**src/rtl/rr_dispatch_pkg.sv**
```systemverilog
// Shared constants and helpers for the round-robin dispatcher/arbiter family.
// Purely declarative; no timing or flow control of its own.
package rr_dispatch_pkg;

    localparam int DEF_NUM_DST = 10;
    localparam int DEF_DATA_W  = 32;
    localparam int DEF_CREDITS = 4;
    localparam int OH_MAX      = 64;

    function automatic int cnt_w(input int credits);
        return $clog2(credits + 1);
    endfunction

    // Index of the set bit; callers guarantee at most one bit is set.
    function automatic int unsigned oh2idx(input logic [OH_MAX-1:0] oh);
        int unsigned idx;
        idx = 0;
        for (int i = 0; i < OH_MAX; i++) begin
            if (oh[i]) idx = idx | i;
        end
        return idx;
    endfunction

endpackage

```
**src/rtl/rr_dispatcher_if.sv**
```systemverilog
// Dispatcher bus: input stream, one-hot registered output and credit return.
// master = dispatcher side, slave = source/destination side.
interface rr_dispatcher_if #(
    parameter int NUM_DST = rr_dispatch_pkg::DEF_NUM_DST,
    parameter int DATA_W  = rr_dispatch_pkg::DEF_DATA_W
);
    localparam int IDX_W = $clog2(NUM_DST);

    logic                in_valid;
    logic                in_ready;
    logic [DATA_W-1:0]   in_data;
    logic [NUM_DST-1:0]  out_valid;
    logic [IDX_W-1:0]    out_dst;
    logic [DATA_W-1:0]   out_data;
    logic [NUM_DST-1:0]  credit_ret;
    logic [NUM_DST-1:0]  credit_avail;
    logic                credit_err;

    modport master (
        input  in_valid, in_data, credit_ret,
        output in_ready, out_valid, out_dst, out_data, credit_avail, credit_err
    );

    modport slave (
        output in_valid, in_data, credit_ret,
        input  in_ready, out_valid, out_dst, out_data, credit_avail, credit_err
    );
endinterface

```
**src/rtl/rr_dispatcher_pick.sv**
```systemverilog
// Rotating-priority picker: first eligible bit at or above start, wrapping.
// Combinational, zero latency; no flow control.
module rr_pick
    import rr_dispatch_pkg::*;
#(
    parameter int N = DEF_NUM_DST
) (
    input  logic [N-1:0]         elig,
    input  logic [$clog2(N)-1:0] start,
    output logic [N-1:0]         pick_oh,
    output logic [$clog2(N)-1:0] pick_idx,
    output logic                 any
);
    localparam int IW = $clog2(N);

    logic [N-1:0] rot;
    logic [N-1:0] rot_oh;

    // Rotate so start lands at bit 0, take lowest set bit, rotate back.
    always_comb begin
        rot      = N'({elig, elig} >> start);
        rot_oh   = rot & (~rot + 1'b1);
        pick_oh  = N'(({rot_oh, rot_oh} << start) >> N);
        pick_idx = IW'(oh2idx(OH_MAX'(pick_oh)));
        any      = |elig;
    end

endmodule

```
**src/rtl/rr_dispatcher.sv**
```systemverilog
// Credit-based round-robin 1-to-NUM_DST dispatcher (overflow check: RR_DISPATCHER_OVF_CHK_EN).
// Latency: accept in cycle t -> registered one-hot out_valid in t+1.
// Backpressure: in_ready = any credit left; destinations never stall a delivered beat.
module rr_dispatcher
    import rr_dispatch_pkg::*;
#(
    parameter int NUM_DST = DEF_NUM_DST,
    parameter int DATA_W  = DEF_DATA_W,
    parameter int CREDITS = DEF_CREDITS
) (
    input  logic           clk,
    input  logic           rst,
    rr_dispatcher_if.master bus
);
    localparam int IDX_W = $clog2(NUM_DST);
    localparam int CW    = cnt_w(CREDITS);
    localparam logic [CW-1:0]    FULL     = CW'(CREDITS);
    localparam logic [IDX_W-1:0] LAST_IDX = IDX_W'(NUM_DST - 1);

    logic [CW-1:0]      credit [NUM_DST];
    logic [IDX_W-1:0]   last_dst;
    logic [IDX_W-1:0]   start;
    logic [NUM_DST-1:0] avail;
    logic [NUM_DST-1:0] pick_oh;
    logic [NUM_DST-1:0] dec;
    logic [IDX_W-1:0]   pick_idx;
    logic               pick_any;
    logic               accept;

    logic [NUM_DST-1:0] out_valid_q;
    logic [IDX_W-1:0]   out_dst_q;
    logic [DATA_W-1:0]  out_data_q;

    always_comb begin
        for (int i = 0; i < NUM_DST; i++) begin
            avail[i] = (credit[i] != '0);
        end
        start  = (last_dst == LAST_IDX) ? '0 : last_dst + 1'b1;
        accept = bus.in_valid && pick_any;
        dec    = accept ? pick_oh : '0;
    end

    rr_pick #(.N(NUM_DST)) u_pick (
        .elig     (avail),
        .start    (start),
        .pick_oh  (pick_oh),
        .pick_idx (pick_idx),
        .any      (pick_any)
    );

    always_ff @(posedge clk) begin
        if (rst) begin
            out_valid_q <= '0;
            out_dst_q   <= '0;
            out_data_q  <= '0;
            last_dst    <= LAST_IDX;
            for (int i = 0; i < NUM_DST; i++) credit[i] <= FULL;
        end else begin
            out_valid_q <= dec;
            if (accept) begin
                out_dst_q  <= pick_idx;
                out_data_q <= bus.in_data;
                last_dst   <= pick_idx;
            end
            // Return and dispatch on the same counter cancel out.
            for (int i = 0; i < NUM_DST; i++) begin
                case ({bus.credit_ret[i], dec[i]})
                    2'b10:   if (credit[i] != FULL) credit[i] <= credit[i] + 1'b1;
                    2'b01:   credit[i] <= credit[i] - 1'b1;
                    default: credit[i] <= credit[i];
                endcase
            end
        end
    end

    assign bus.in_ready     = |avail;
    assign bus.credit_avail = avail;
    assign bus.out_valid    = out_valid_q;
    assign bus.out_dst      = out_dst_q;
    assign bus.out_data     = out_data_q;

`ifdef RR_DISPATCHER_OVF_CHK_EN
    logic [NUM_DST-1:0] ovf;
    logic               err_q;

    always_comb begin
        for (int i = 0; i < NUM_DST; i++) begin
            ovf[i] = bus.credit_ret[i] && !dec[i] && (credit[i] == FULL);
        end
    end

    always_ff @(posedge clk) begin
        if (rst)       err_q <= 1'b0;
        else if (|ovf) err_q <= 1'b1;
    end

    assign bus.credit_err = err_q;

    a_no_ovf: assert property (@(posedge clk) disable iff (rst) !(|ovf))
        else $error("rr_dispatcher: credit returned to a full counter");
`else
    assign bus.credit_err = 1'b0;
`endif

endmodule
```
**src/flat_wrapper.sv**
```systemverilog
// flat-port wrapper written by rule: the top's interface ports become plain ports
module rr_dispatcher_flat import rr_dispatch_pkg::*;
#(
    parameter int NUM_DST = DEF_NUM_DST,
    parameter int DATA_W  = DEF_DATA_W,
    parameter int CREDITS = DEF_CREDITS
)
  (clk, rst, bus_in_valid, bus_in_data, bus_credit_ret, bus_in_ready, bus_out_valid, bus_out_dst, bus_out_data, bus_credit_avail, bus_credit_err);
  rr_dispatcher_if #(.NUM_DST(NUM_DST), .DATA_W(DATA_W)) bus_i ();
  input  logic clk;
  input  logic rst;
  input wire logic [$bits(bus_i.in_valid)-1:0] bus_in_valid;
  input wire logic [$bits(bus_i.in_data)-1:0] bus_in_data;
  input wire logic [$bits(bus_i.credit_ret)-1:0] bus_credit_ret;
  output wire logic [$bits(bus_i.in_ready)-1:0] bus_in_ready;
  output wire logic [$bits(bus_i.out_valid)-1:0] bus_out_valid;
  output wire logic [$bits(bus_i.out_dst)-1:0] bus_out_dst;
  output wire logic [$bits(bus_i.out_data)-1:0] bus_out_data;
  output wire logic [$bits(bus_i.credit_avail)-1:0] bus_credit_avail;
  output wire logic [$bits(bus_i.credit_err)-1:0] bus_credit_err;
  assign bus_i.in_valid = bus_in_valid;
  assign bus_i.in_data = bus_in_data;
  assign bus_i.credit_ret = bus_credit_ret;
  assign bus_in_ready = bus_i.in_ready;
  assign bus_out_valid = bus_i.out_valid;
  assign bus_out_dst = bus_i.out_dst;
  assign bus_out_data = bus_i.out_data;
  assign bus_credit_avail = bus_i.credit_avail;
  assign bus_credit_err = bus_i.credit_err;
  rr_dispatcher #(.NUM_DST(NUM_DST), .DATA_W(DATA_W), .CREDITS(CREDITS)) u_core (.clk(clk), .rst(rst), .bus(bus_i));
endmodule
```
**config.mk**
```make
export PLATFORM = sky130hd
export DESIGN_NAME = rr_dispatcher_flat
export DESIGN_NICKNAME = d
export VERILOG_FILES = /design/src/rtl/rr_dispatch_pkg.sv /design/src/rtl/rr_dispatcher_if.sv /design/src/rtl/rr_dispatcher_pick.sv /design/src/rtl/rr_dispatcher.sv /design/src/flat_wrapper.sv
export SDC_FILE = /design/constraint.sdc
export NUM_CORES = 1
export LEC_CHECK = 0
export BUFFER_PORTS_ARGS = -buffer_cell sky130_fd_sc_hd__buf_2
export CAP_MARGIN = 25
export CORE_ASPECT_RATIO = 2
export CORE_MARGIN = 8
export CORE_UTILIZATION = 45
export CTS_CLUSTER_DIAMETER = 100
export DETAILED_ROUTE_END_ITERATION = 16
export GPL_ROUTABILITY_DRIVEN = 0
export GPL_TIMING_DRIVEN = 0
export PLACE_DENSITY = 0.66
export SLEW_MARGIN = 25
export SYNTH_ARGS = -nofsm -noshare
export SYNTH_HDL_FRONTEND = slang
export SYNTH_HIERARCHICAL = 1
export SYNTH_SLANG_ARGS = --single-unit
```
**constraint.sdc**
```tcl
create_clock -name clk -period 8.5 [get_ports clk]
set_clock_uncertainty 0.05 [all_clocks]
set_input_delay 0.85 -clock clk [delete_from_list [all_inputs] [get_ports clk]]
set_output_delay 0.85 -clock clk [all_outputs]
set_load 0.03 [all_outputs]
```
==> results.md <==
Status:
- The run finished with clean final reports.

Finish:
- The layout has between 1k and 1.5k filler cells.
- The area growth from synthesis to layout is 16.8%.
- The total inserted antenna cells is 0.
- After the last flow step, the layout net total stands at approximately 890.
- The finished layout holds 973 standard cells, fillers aside.
- Summing all flip-flop and latch instances after layout gives approximately 1900 um2.
- The proportion of layout cells with a drive suffix above 1 is 0.241.
- The multi-input combinational cell area is 3700 um2.

Timing:
- Setup violations remaining at the end of the flow were counted as 0.
- In this run the tightest slew margin relative to its limit is 0.395.
- The achievable frequency is 0.175 GHz.
- Subtracting the final worst setup slack from the clock period gives roughly 5.7 ns.
- Setup repair after global routing left no endpoint under its margin.
- The number of pins exceeding their max-slew limit in the final report is 0.
- Setup total negative slack on the finished layout was measured at 0 ns.
- For the pin with the worst max-slew slack, the measured transition is 0.896 ns.
- The number of hold violations in the final report came to 0.
- The share of the clock period used by the worst path is 0.672.

Logic synthesis:
- Yosys printed 6 warnings.
- The compound-cell area share of the yosys netlist was 0.170.
- Of the total synthesized cell area, the portion taken by AND, OR, NAND and NOR gates is 0.253.
- The share of synthesized area in the top cell type comes to 0.162.
- The most frequently used flop master after synthesis is dfxtp_1.
- The synthesized-area fraction occupied by xor and xnor cells is 0.0294.
- Of the total synthesized cell area, the portion taken by full adders, half adders and majority gates is 0.0673.
- The number of storage elements in the synthesis netlist is 78.
- The cell area that synthesis handed to floorplanning was 5950 um2.
- The number of instances in the synthesized netlist is 704.
- After synthesis, the mean cell area works out to 8.45 um2.
- After synthesis, the largest family of logic cells by area is simple AND/OR/NAND/NOR gates.
- By area the synthesized netlist is led by dfxtp_1 16%, edfxtp_1 15%, nand2_1 7.8%.
- In the synthesized netlist the async set-or-reset flop fraction comes to 0.
- dfxtp_1 takes more of the synthesized area than any other cell.
- The number of nets in the synthesized netlist is 781.
- Of the synthesized area, sequential elements account for 0.313.
- Of the post-synthesis cell area, the part taken by muxes is 0.101.
- The number of flops mapped to enable cells by yosys is 30.
- The number of unique standard cell types used by synthesis is 83.

Clock network:
- The TritonCTS clock tree is yes.
- The number of buffers between clock root and the deepest sink is 2.
- The number of hold buffers added after CTS is 0.
- The number of sinks on the clock net is 78.
- The H-tree was split into 3 levels.
- The root buffer cell is clkbuf_16.
- After clock tree synthesis, the repair step resized 0 gates.
- The number of clock buffers added by TritonCTS is 9.
- In this run the post-CTS setup repair buffer count came out at 0.
- After clock tree synthesis, the clock-pin slew on the worst setup and hold paths is 0.06 ns.
- At the later pin of the worst-skew pair, clock insertion delay measures between 0.3 and 0.4 ns.

Routing:
- Before antenna repair, the detailed router went through 7 iterations.
- The routed length on met3 is around 1.2 mm.
- The number of nets with antenna violations after detailed routing is 0.
- The routed layout has 5718 vias.
- Summed over all layers, the routed wires come to 18.5 mm.
- The routed wire length on met2 is 9.62 mm.
- The detailed-route vias per instance is around 6.
- The post-detailed-route DRC marker count is 0.
- The starting DRC count in detailed routing is about 380.
- For this block, wires on met1 add up to 6.23 mm.
- The routed wirelength normalized by instance count is 19.0 um.
- The uppermost metal layer occupied by signal nets is met4.

Floorplan:
- The starting density of the core is 0.458.
- After floorplanning, the core was divided into slightly below 60 placement rows.
- The placeable core region is 13000 um2.
- For this design the top-level I/O count stands at 103.
- The floorplan step set the die width to 97.3 um.
- From bottom edge to top edge, the die measures roughly 180 um.
- The die covers approximately 17000 um2.

Place:
- Input and output buffers added on the ports amount to between 100 and 150.
- The number of placed instances, taps included, is 957.
- Detailed placement ended at an HPWL of 14.6 mm.

Critical path:
- STA classifies the critical path endpoint as a register.
- STA puts the critical path data arrival time at 5.75 ns.
- The required time of the critical path is 8.55 ns.
- On the critical path, the stage with the largest delay is an instance of xnor2_1.
- By startpoint and endpoint, the worst setup path is classified as reg2reg.
- The kind of start point of the critical path is a register.
- The delay contributed by the slowest stage of the critical path is 0.72 ns.
- Walking the worst path, the cells encountered are nand2_1, xnor2_1, buf_2, nor2b_1, a32oi_1, o211ai_2, nand3_1, mux2_1, o31ai_1, mux2i_1, a22oi_1, nand2_1, inv_1, ha_1, nand2b_1, xnor2_1, ha_1, nor2_1, mux2i_1, xor2_1, nand2_1.
- In this run the worst path has a maximum fanout of 10.
- In this design, the critical path's most frequently occurring cell is nand2_1.

Global route:
- The first global-routing pass estimated 29.7 mm of wire.
- The overall routing resource usage is 0.210.
- The global-route congestion overflow total is 0.
- The via count of the first global-routing pass is 5960.
- Entering global routing, the biggest net connects 16 pins.
- The number of antenna violations at the first check in global routing was 0.

Pwr:
- Dividing total power by cell area gives a power density of 355 nW/um2.
- The worst IR drop on VDD is 0.000212 V.
- The analysis attributes to cell leakage a power of about 3.1 nW.

Min path:
- In this run the worst hold path is classified as reg2reg.

Run:
- The number of max-cap violations is 0.
## critical path, delay by kind of cell, from the launching register on
family | cells | cell delay, ns
AO/OA/AOI/OAI | 4 | 1.14
XOR/XNOR | 3 | 1.04
adder cells (fa/ha/maj) | 2 | 0.39
buffers and inverters | 2 | 0.47
flip-flops | 1 | 0.43
multiplexers | 3 | 0.72
AND/OR/NAND/NOR | 7 | 1.24
## placed cells by master (no fill, tap or decap), types with 8 or more instances in the layout
| cell type | synthesis | layout |
|---|---|---|
| xnor2_1 | 11 | 11 |
| clkbuf_1 | 13 | 13 |
| clkbuf_16 | 0 | 9 |
| nor2b_1 | 15 | 15 |
| o21ai_0 | 17 | 17 |
| and3_1 | 11 | 11 |
| dfxtp_1 | 48 | 48 |
| nand3_1 | 9 | 9 |
| a31oi_1 | 11 | 11 |
| mux2i_1 | 31 | 31 |
| nor2_1 | 62 | 62 |
| buf_2 | 18 | 119 |
| ha_1 | 32 | 32 |
| edfxtp_1 | 30 | 30 |
| a21oi_1 | 54 | 54 |
| a31o_2 | 11 | 11 |
| nand2_1 | 123 | 123 |
| xor2_1 | 9 | 9 |
| and2_1 | 14 | 14 |
| buf_6 | 8 | 8 |
| inv_1 | 30 | 30 |
## state kept, by name, indices dropped and copies added, names as in the netlist
name	count
u_core/bus.out_valid	10
u_core/bus.out_dst	2
u_core/bus.out_data	32
u_core/last_dst	4
u_core/credit	30
## layout make-up
class,instances,area share
sequential,78,0.268
buffer,44,0.0383
inverter,32,0.0173
tap,152,0.0274
multi-input combinational,550,0.533
clock buffer,9,0.0324
timing repair buffer,101,0.0727
clock inverter,7,0.0113
## power breakdown
part / leakage [nW] / internal (mW) / switching (mW)
Combinational: 2.27 / 0.584 / 0.919
Sequential: 0.680 / 0.501 / 0.0708
Clock: 0.151 / 0.231 / 0.162
Total: 3.10 / 1.32 / 1.15
## through the flow
stage | hold WS, ns | util | total power, mW | setup WS [ns] | area [um2]
after floorplan | 0.429 | - | 1.68 | 4.04 | 5950
after global routing | 0.418 | 0.535 | 2.65 | 2.40 | 6950
after CTS | 0.405 | 0.535 | 2.45 | 3.05 | 6950
after detailed placement | 0.396 | 0.511 | 2.05 | 3.12 | 6650
after global placement | 0.390 | 0.511 | 2.00 | 3.27 | 6650
final | 0.404 | 0.535 | 2.47 | 2.79 | 6950
## routing by layer
| metal | vias to the layer above | track usage |
|---|---|---|
| li1 | 2705 | - |
| met1 | 2692 | 0.198 |
| met2 | 238 | 0.375 |
| met3 | 83 | 0.0508 |
| met4 | 0 | 0.181 |
| met5 | - | 0 |
## cell usage after synthesis (6+ instances only)
master	n
nor2_1	62
nand2_1	123
nand3_1	9
nand2b_1	7
buf_6	8
xnor2_1	11
mux2i_1	31
clkbuf_1	13
or3_1	6
mux2_2	6
and3_1	11
and2_1	14
xor2_1	9
dfxtp_1	48
inv_1	30
nand2b_4	7
ha_1	32
a31o_2	11
o21ai_0	17
nor3_1	7
a21oi_1	54
mux4_2	6
edfxtp_1	30
buf_2	18
a31oi_1	11
nor2b_1	15
## logic make-up (layout without fill, tap and decap cells)
logic type | Yosys count | in the layout
and+or+nand+nor | 297 | 297
AOI/OAI and AO/OA | 151 | 151
DFF | 78 | 78
buffers and inverters | 76 | 193
muxes | 49 | 49
adders and majority gates | 32 | 32
xor gates and xnor gates | 20 | 20
other | 1 | 1
## path summary, 6_finish.rpt
| kind | startpoint | to | slack [ns] | cells after the start |
|---|---|---|---|---|
| hold reg to reg | u_core/bus.out_data[3] | u_core/bus.out_data[3] | 0.40 | 2 |
| hold / removal | u_core/bus.out_data[3] | u_core/bus.out_data[3] | 0.40 | 2 |
| setup / recovery | u_core/last_dst[1] | u_core/credit[8][2] | 2.79 | 21 |
| setup reg to reg | u_core/last_dst[1] | u_core/credit[8][2] | 2.79 | 21 |
No activity file was read; power rests on OpenSTA's default activity.
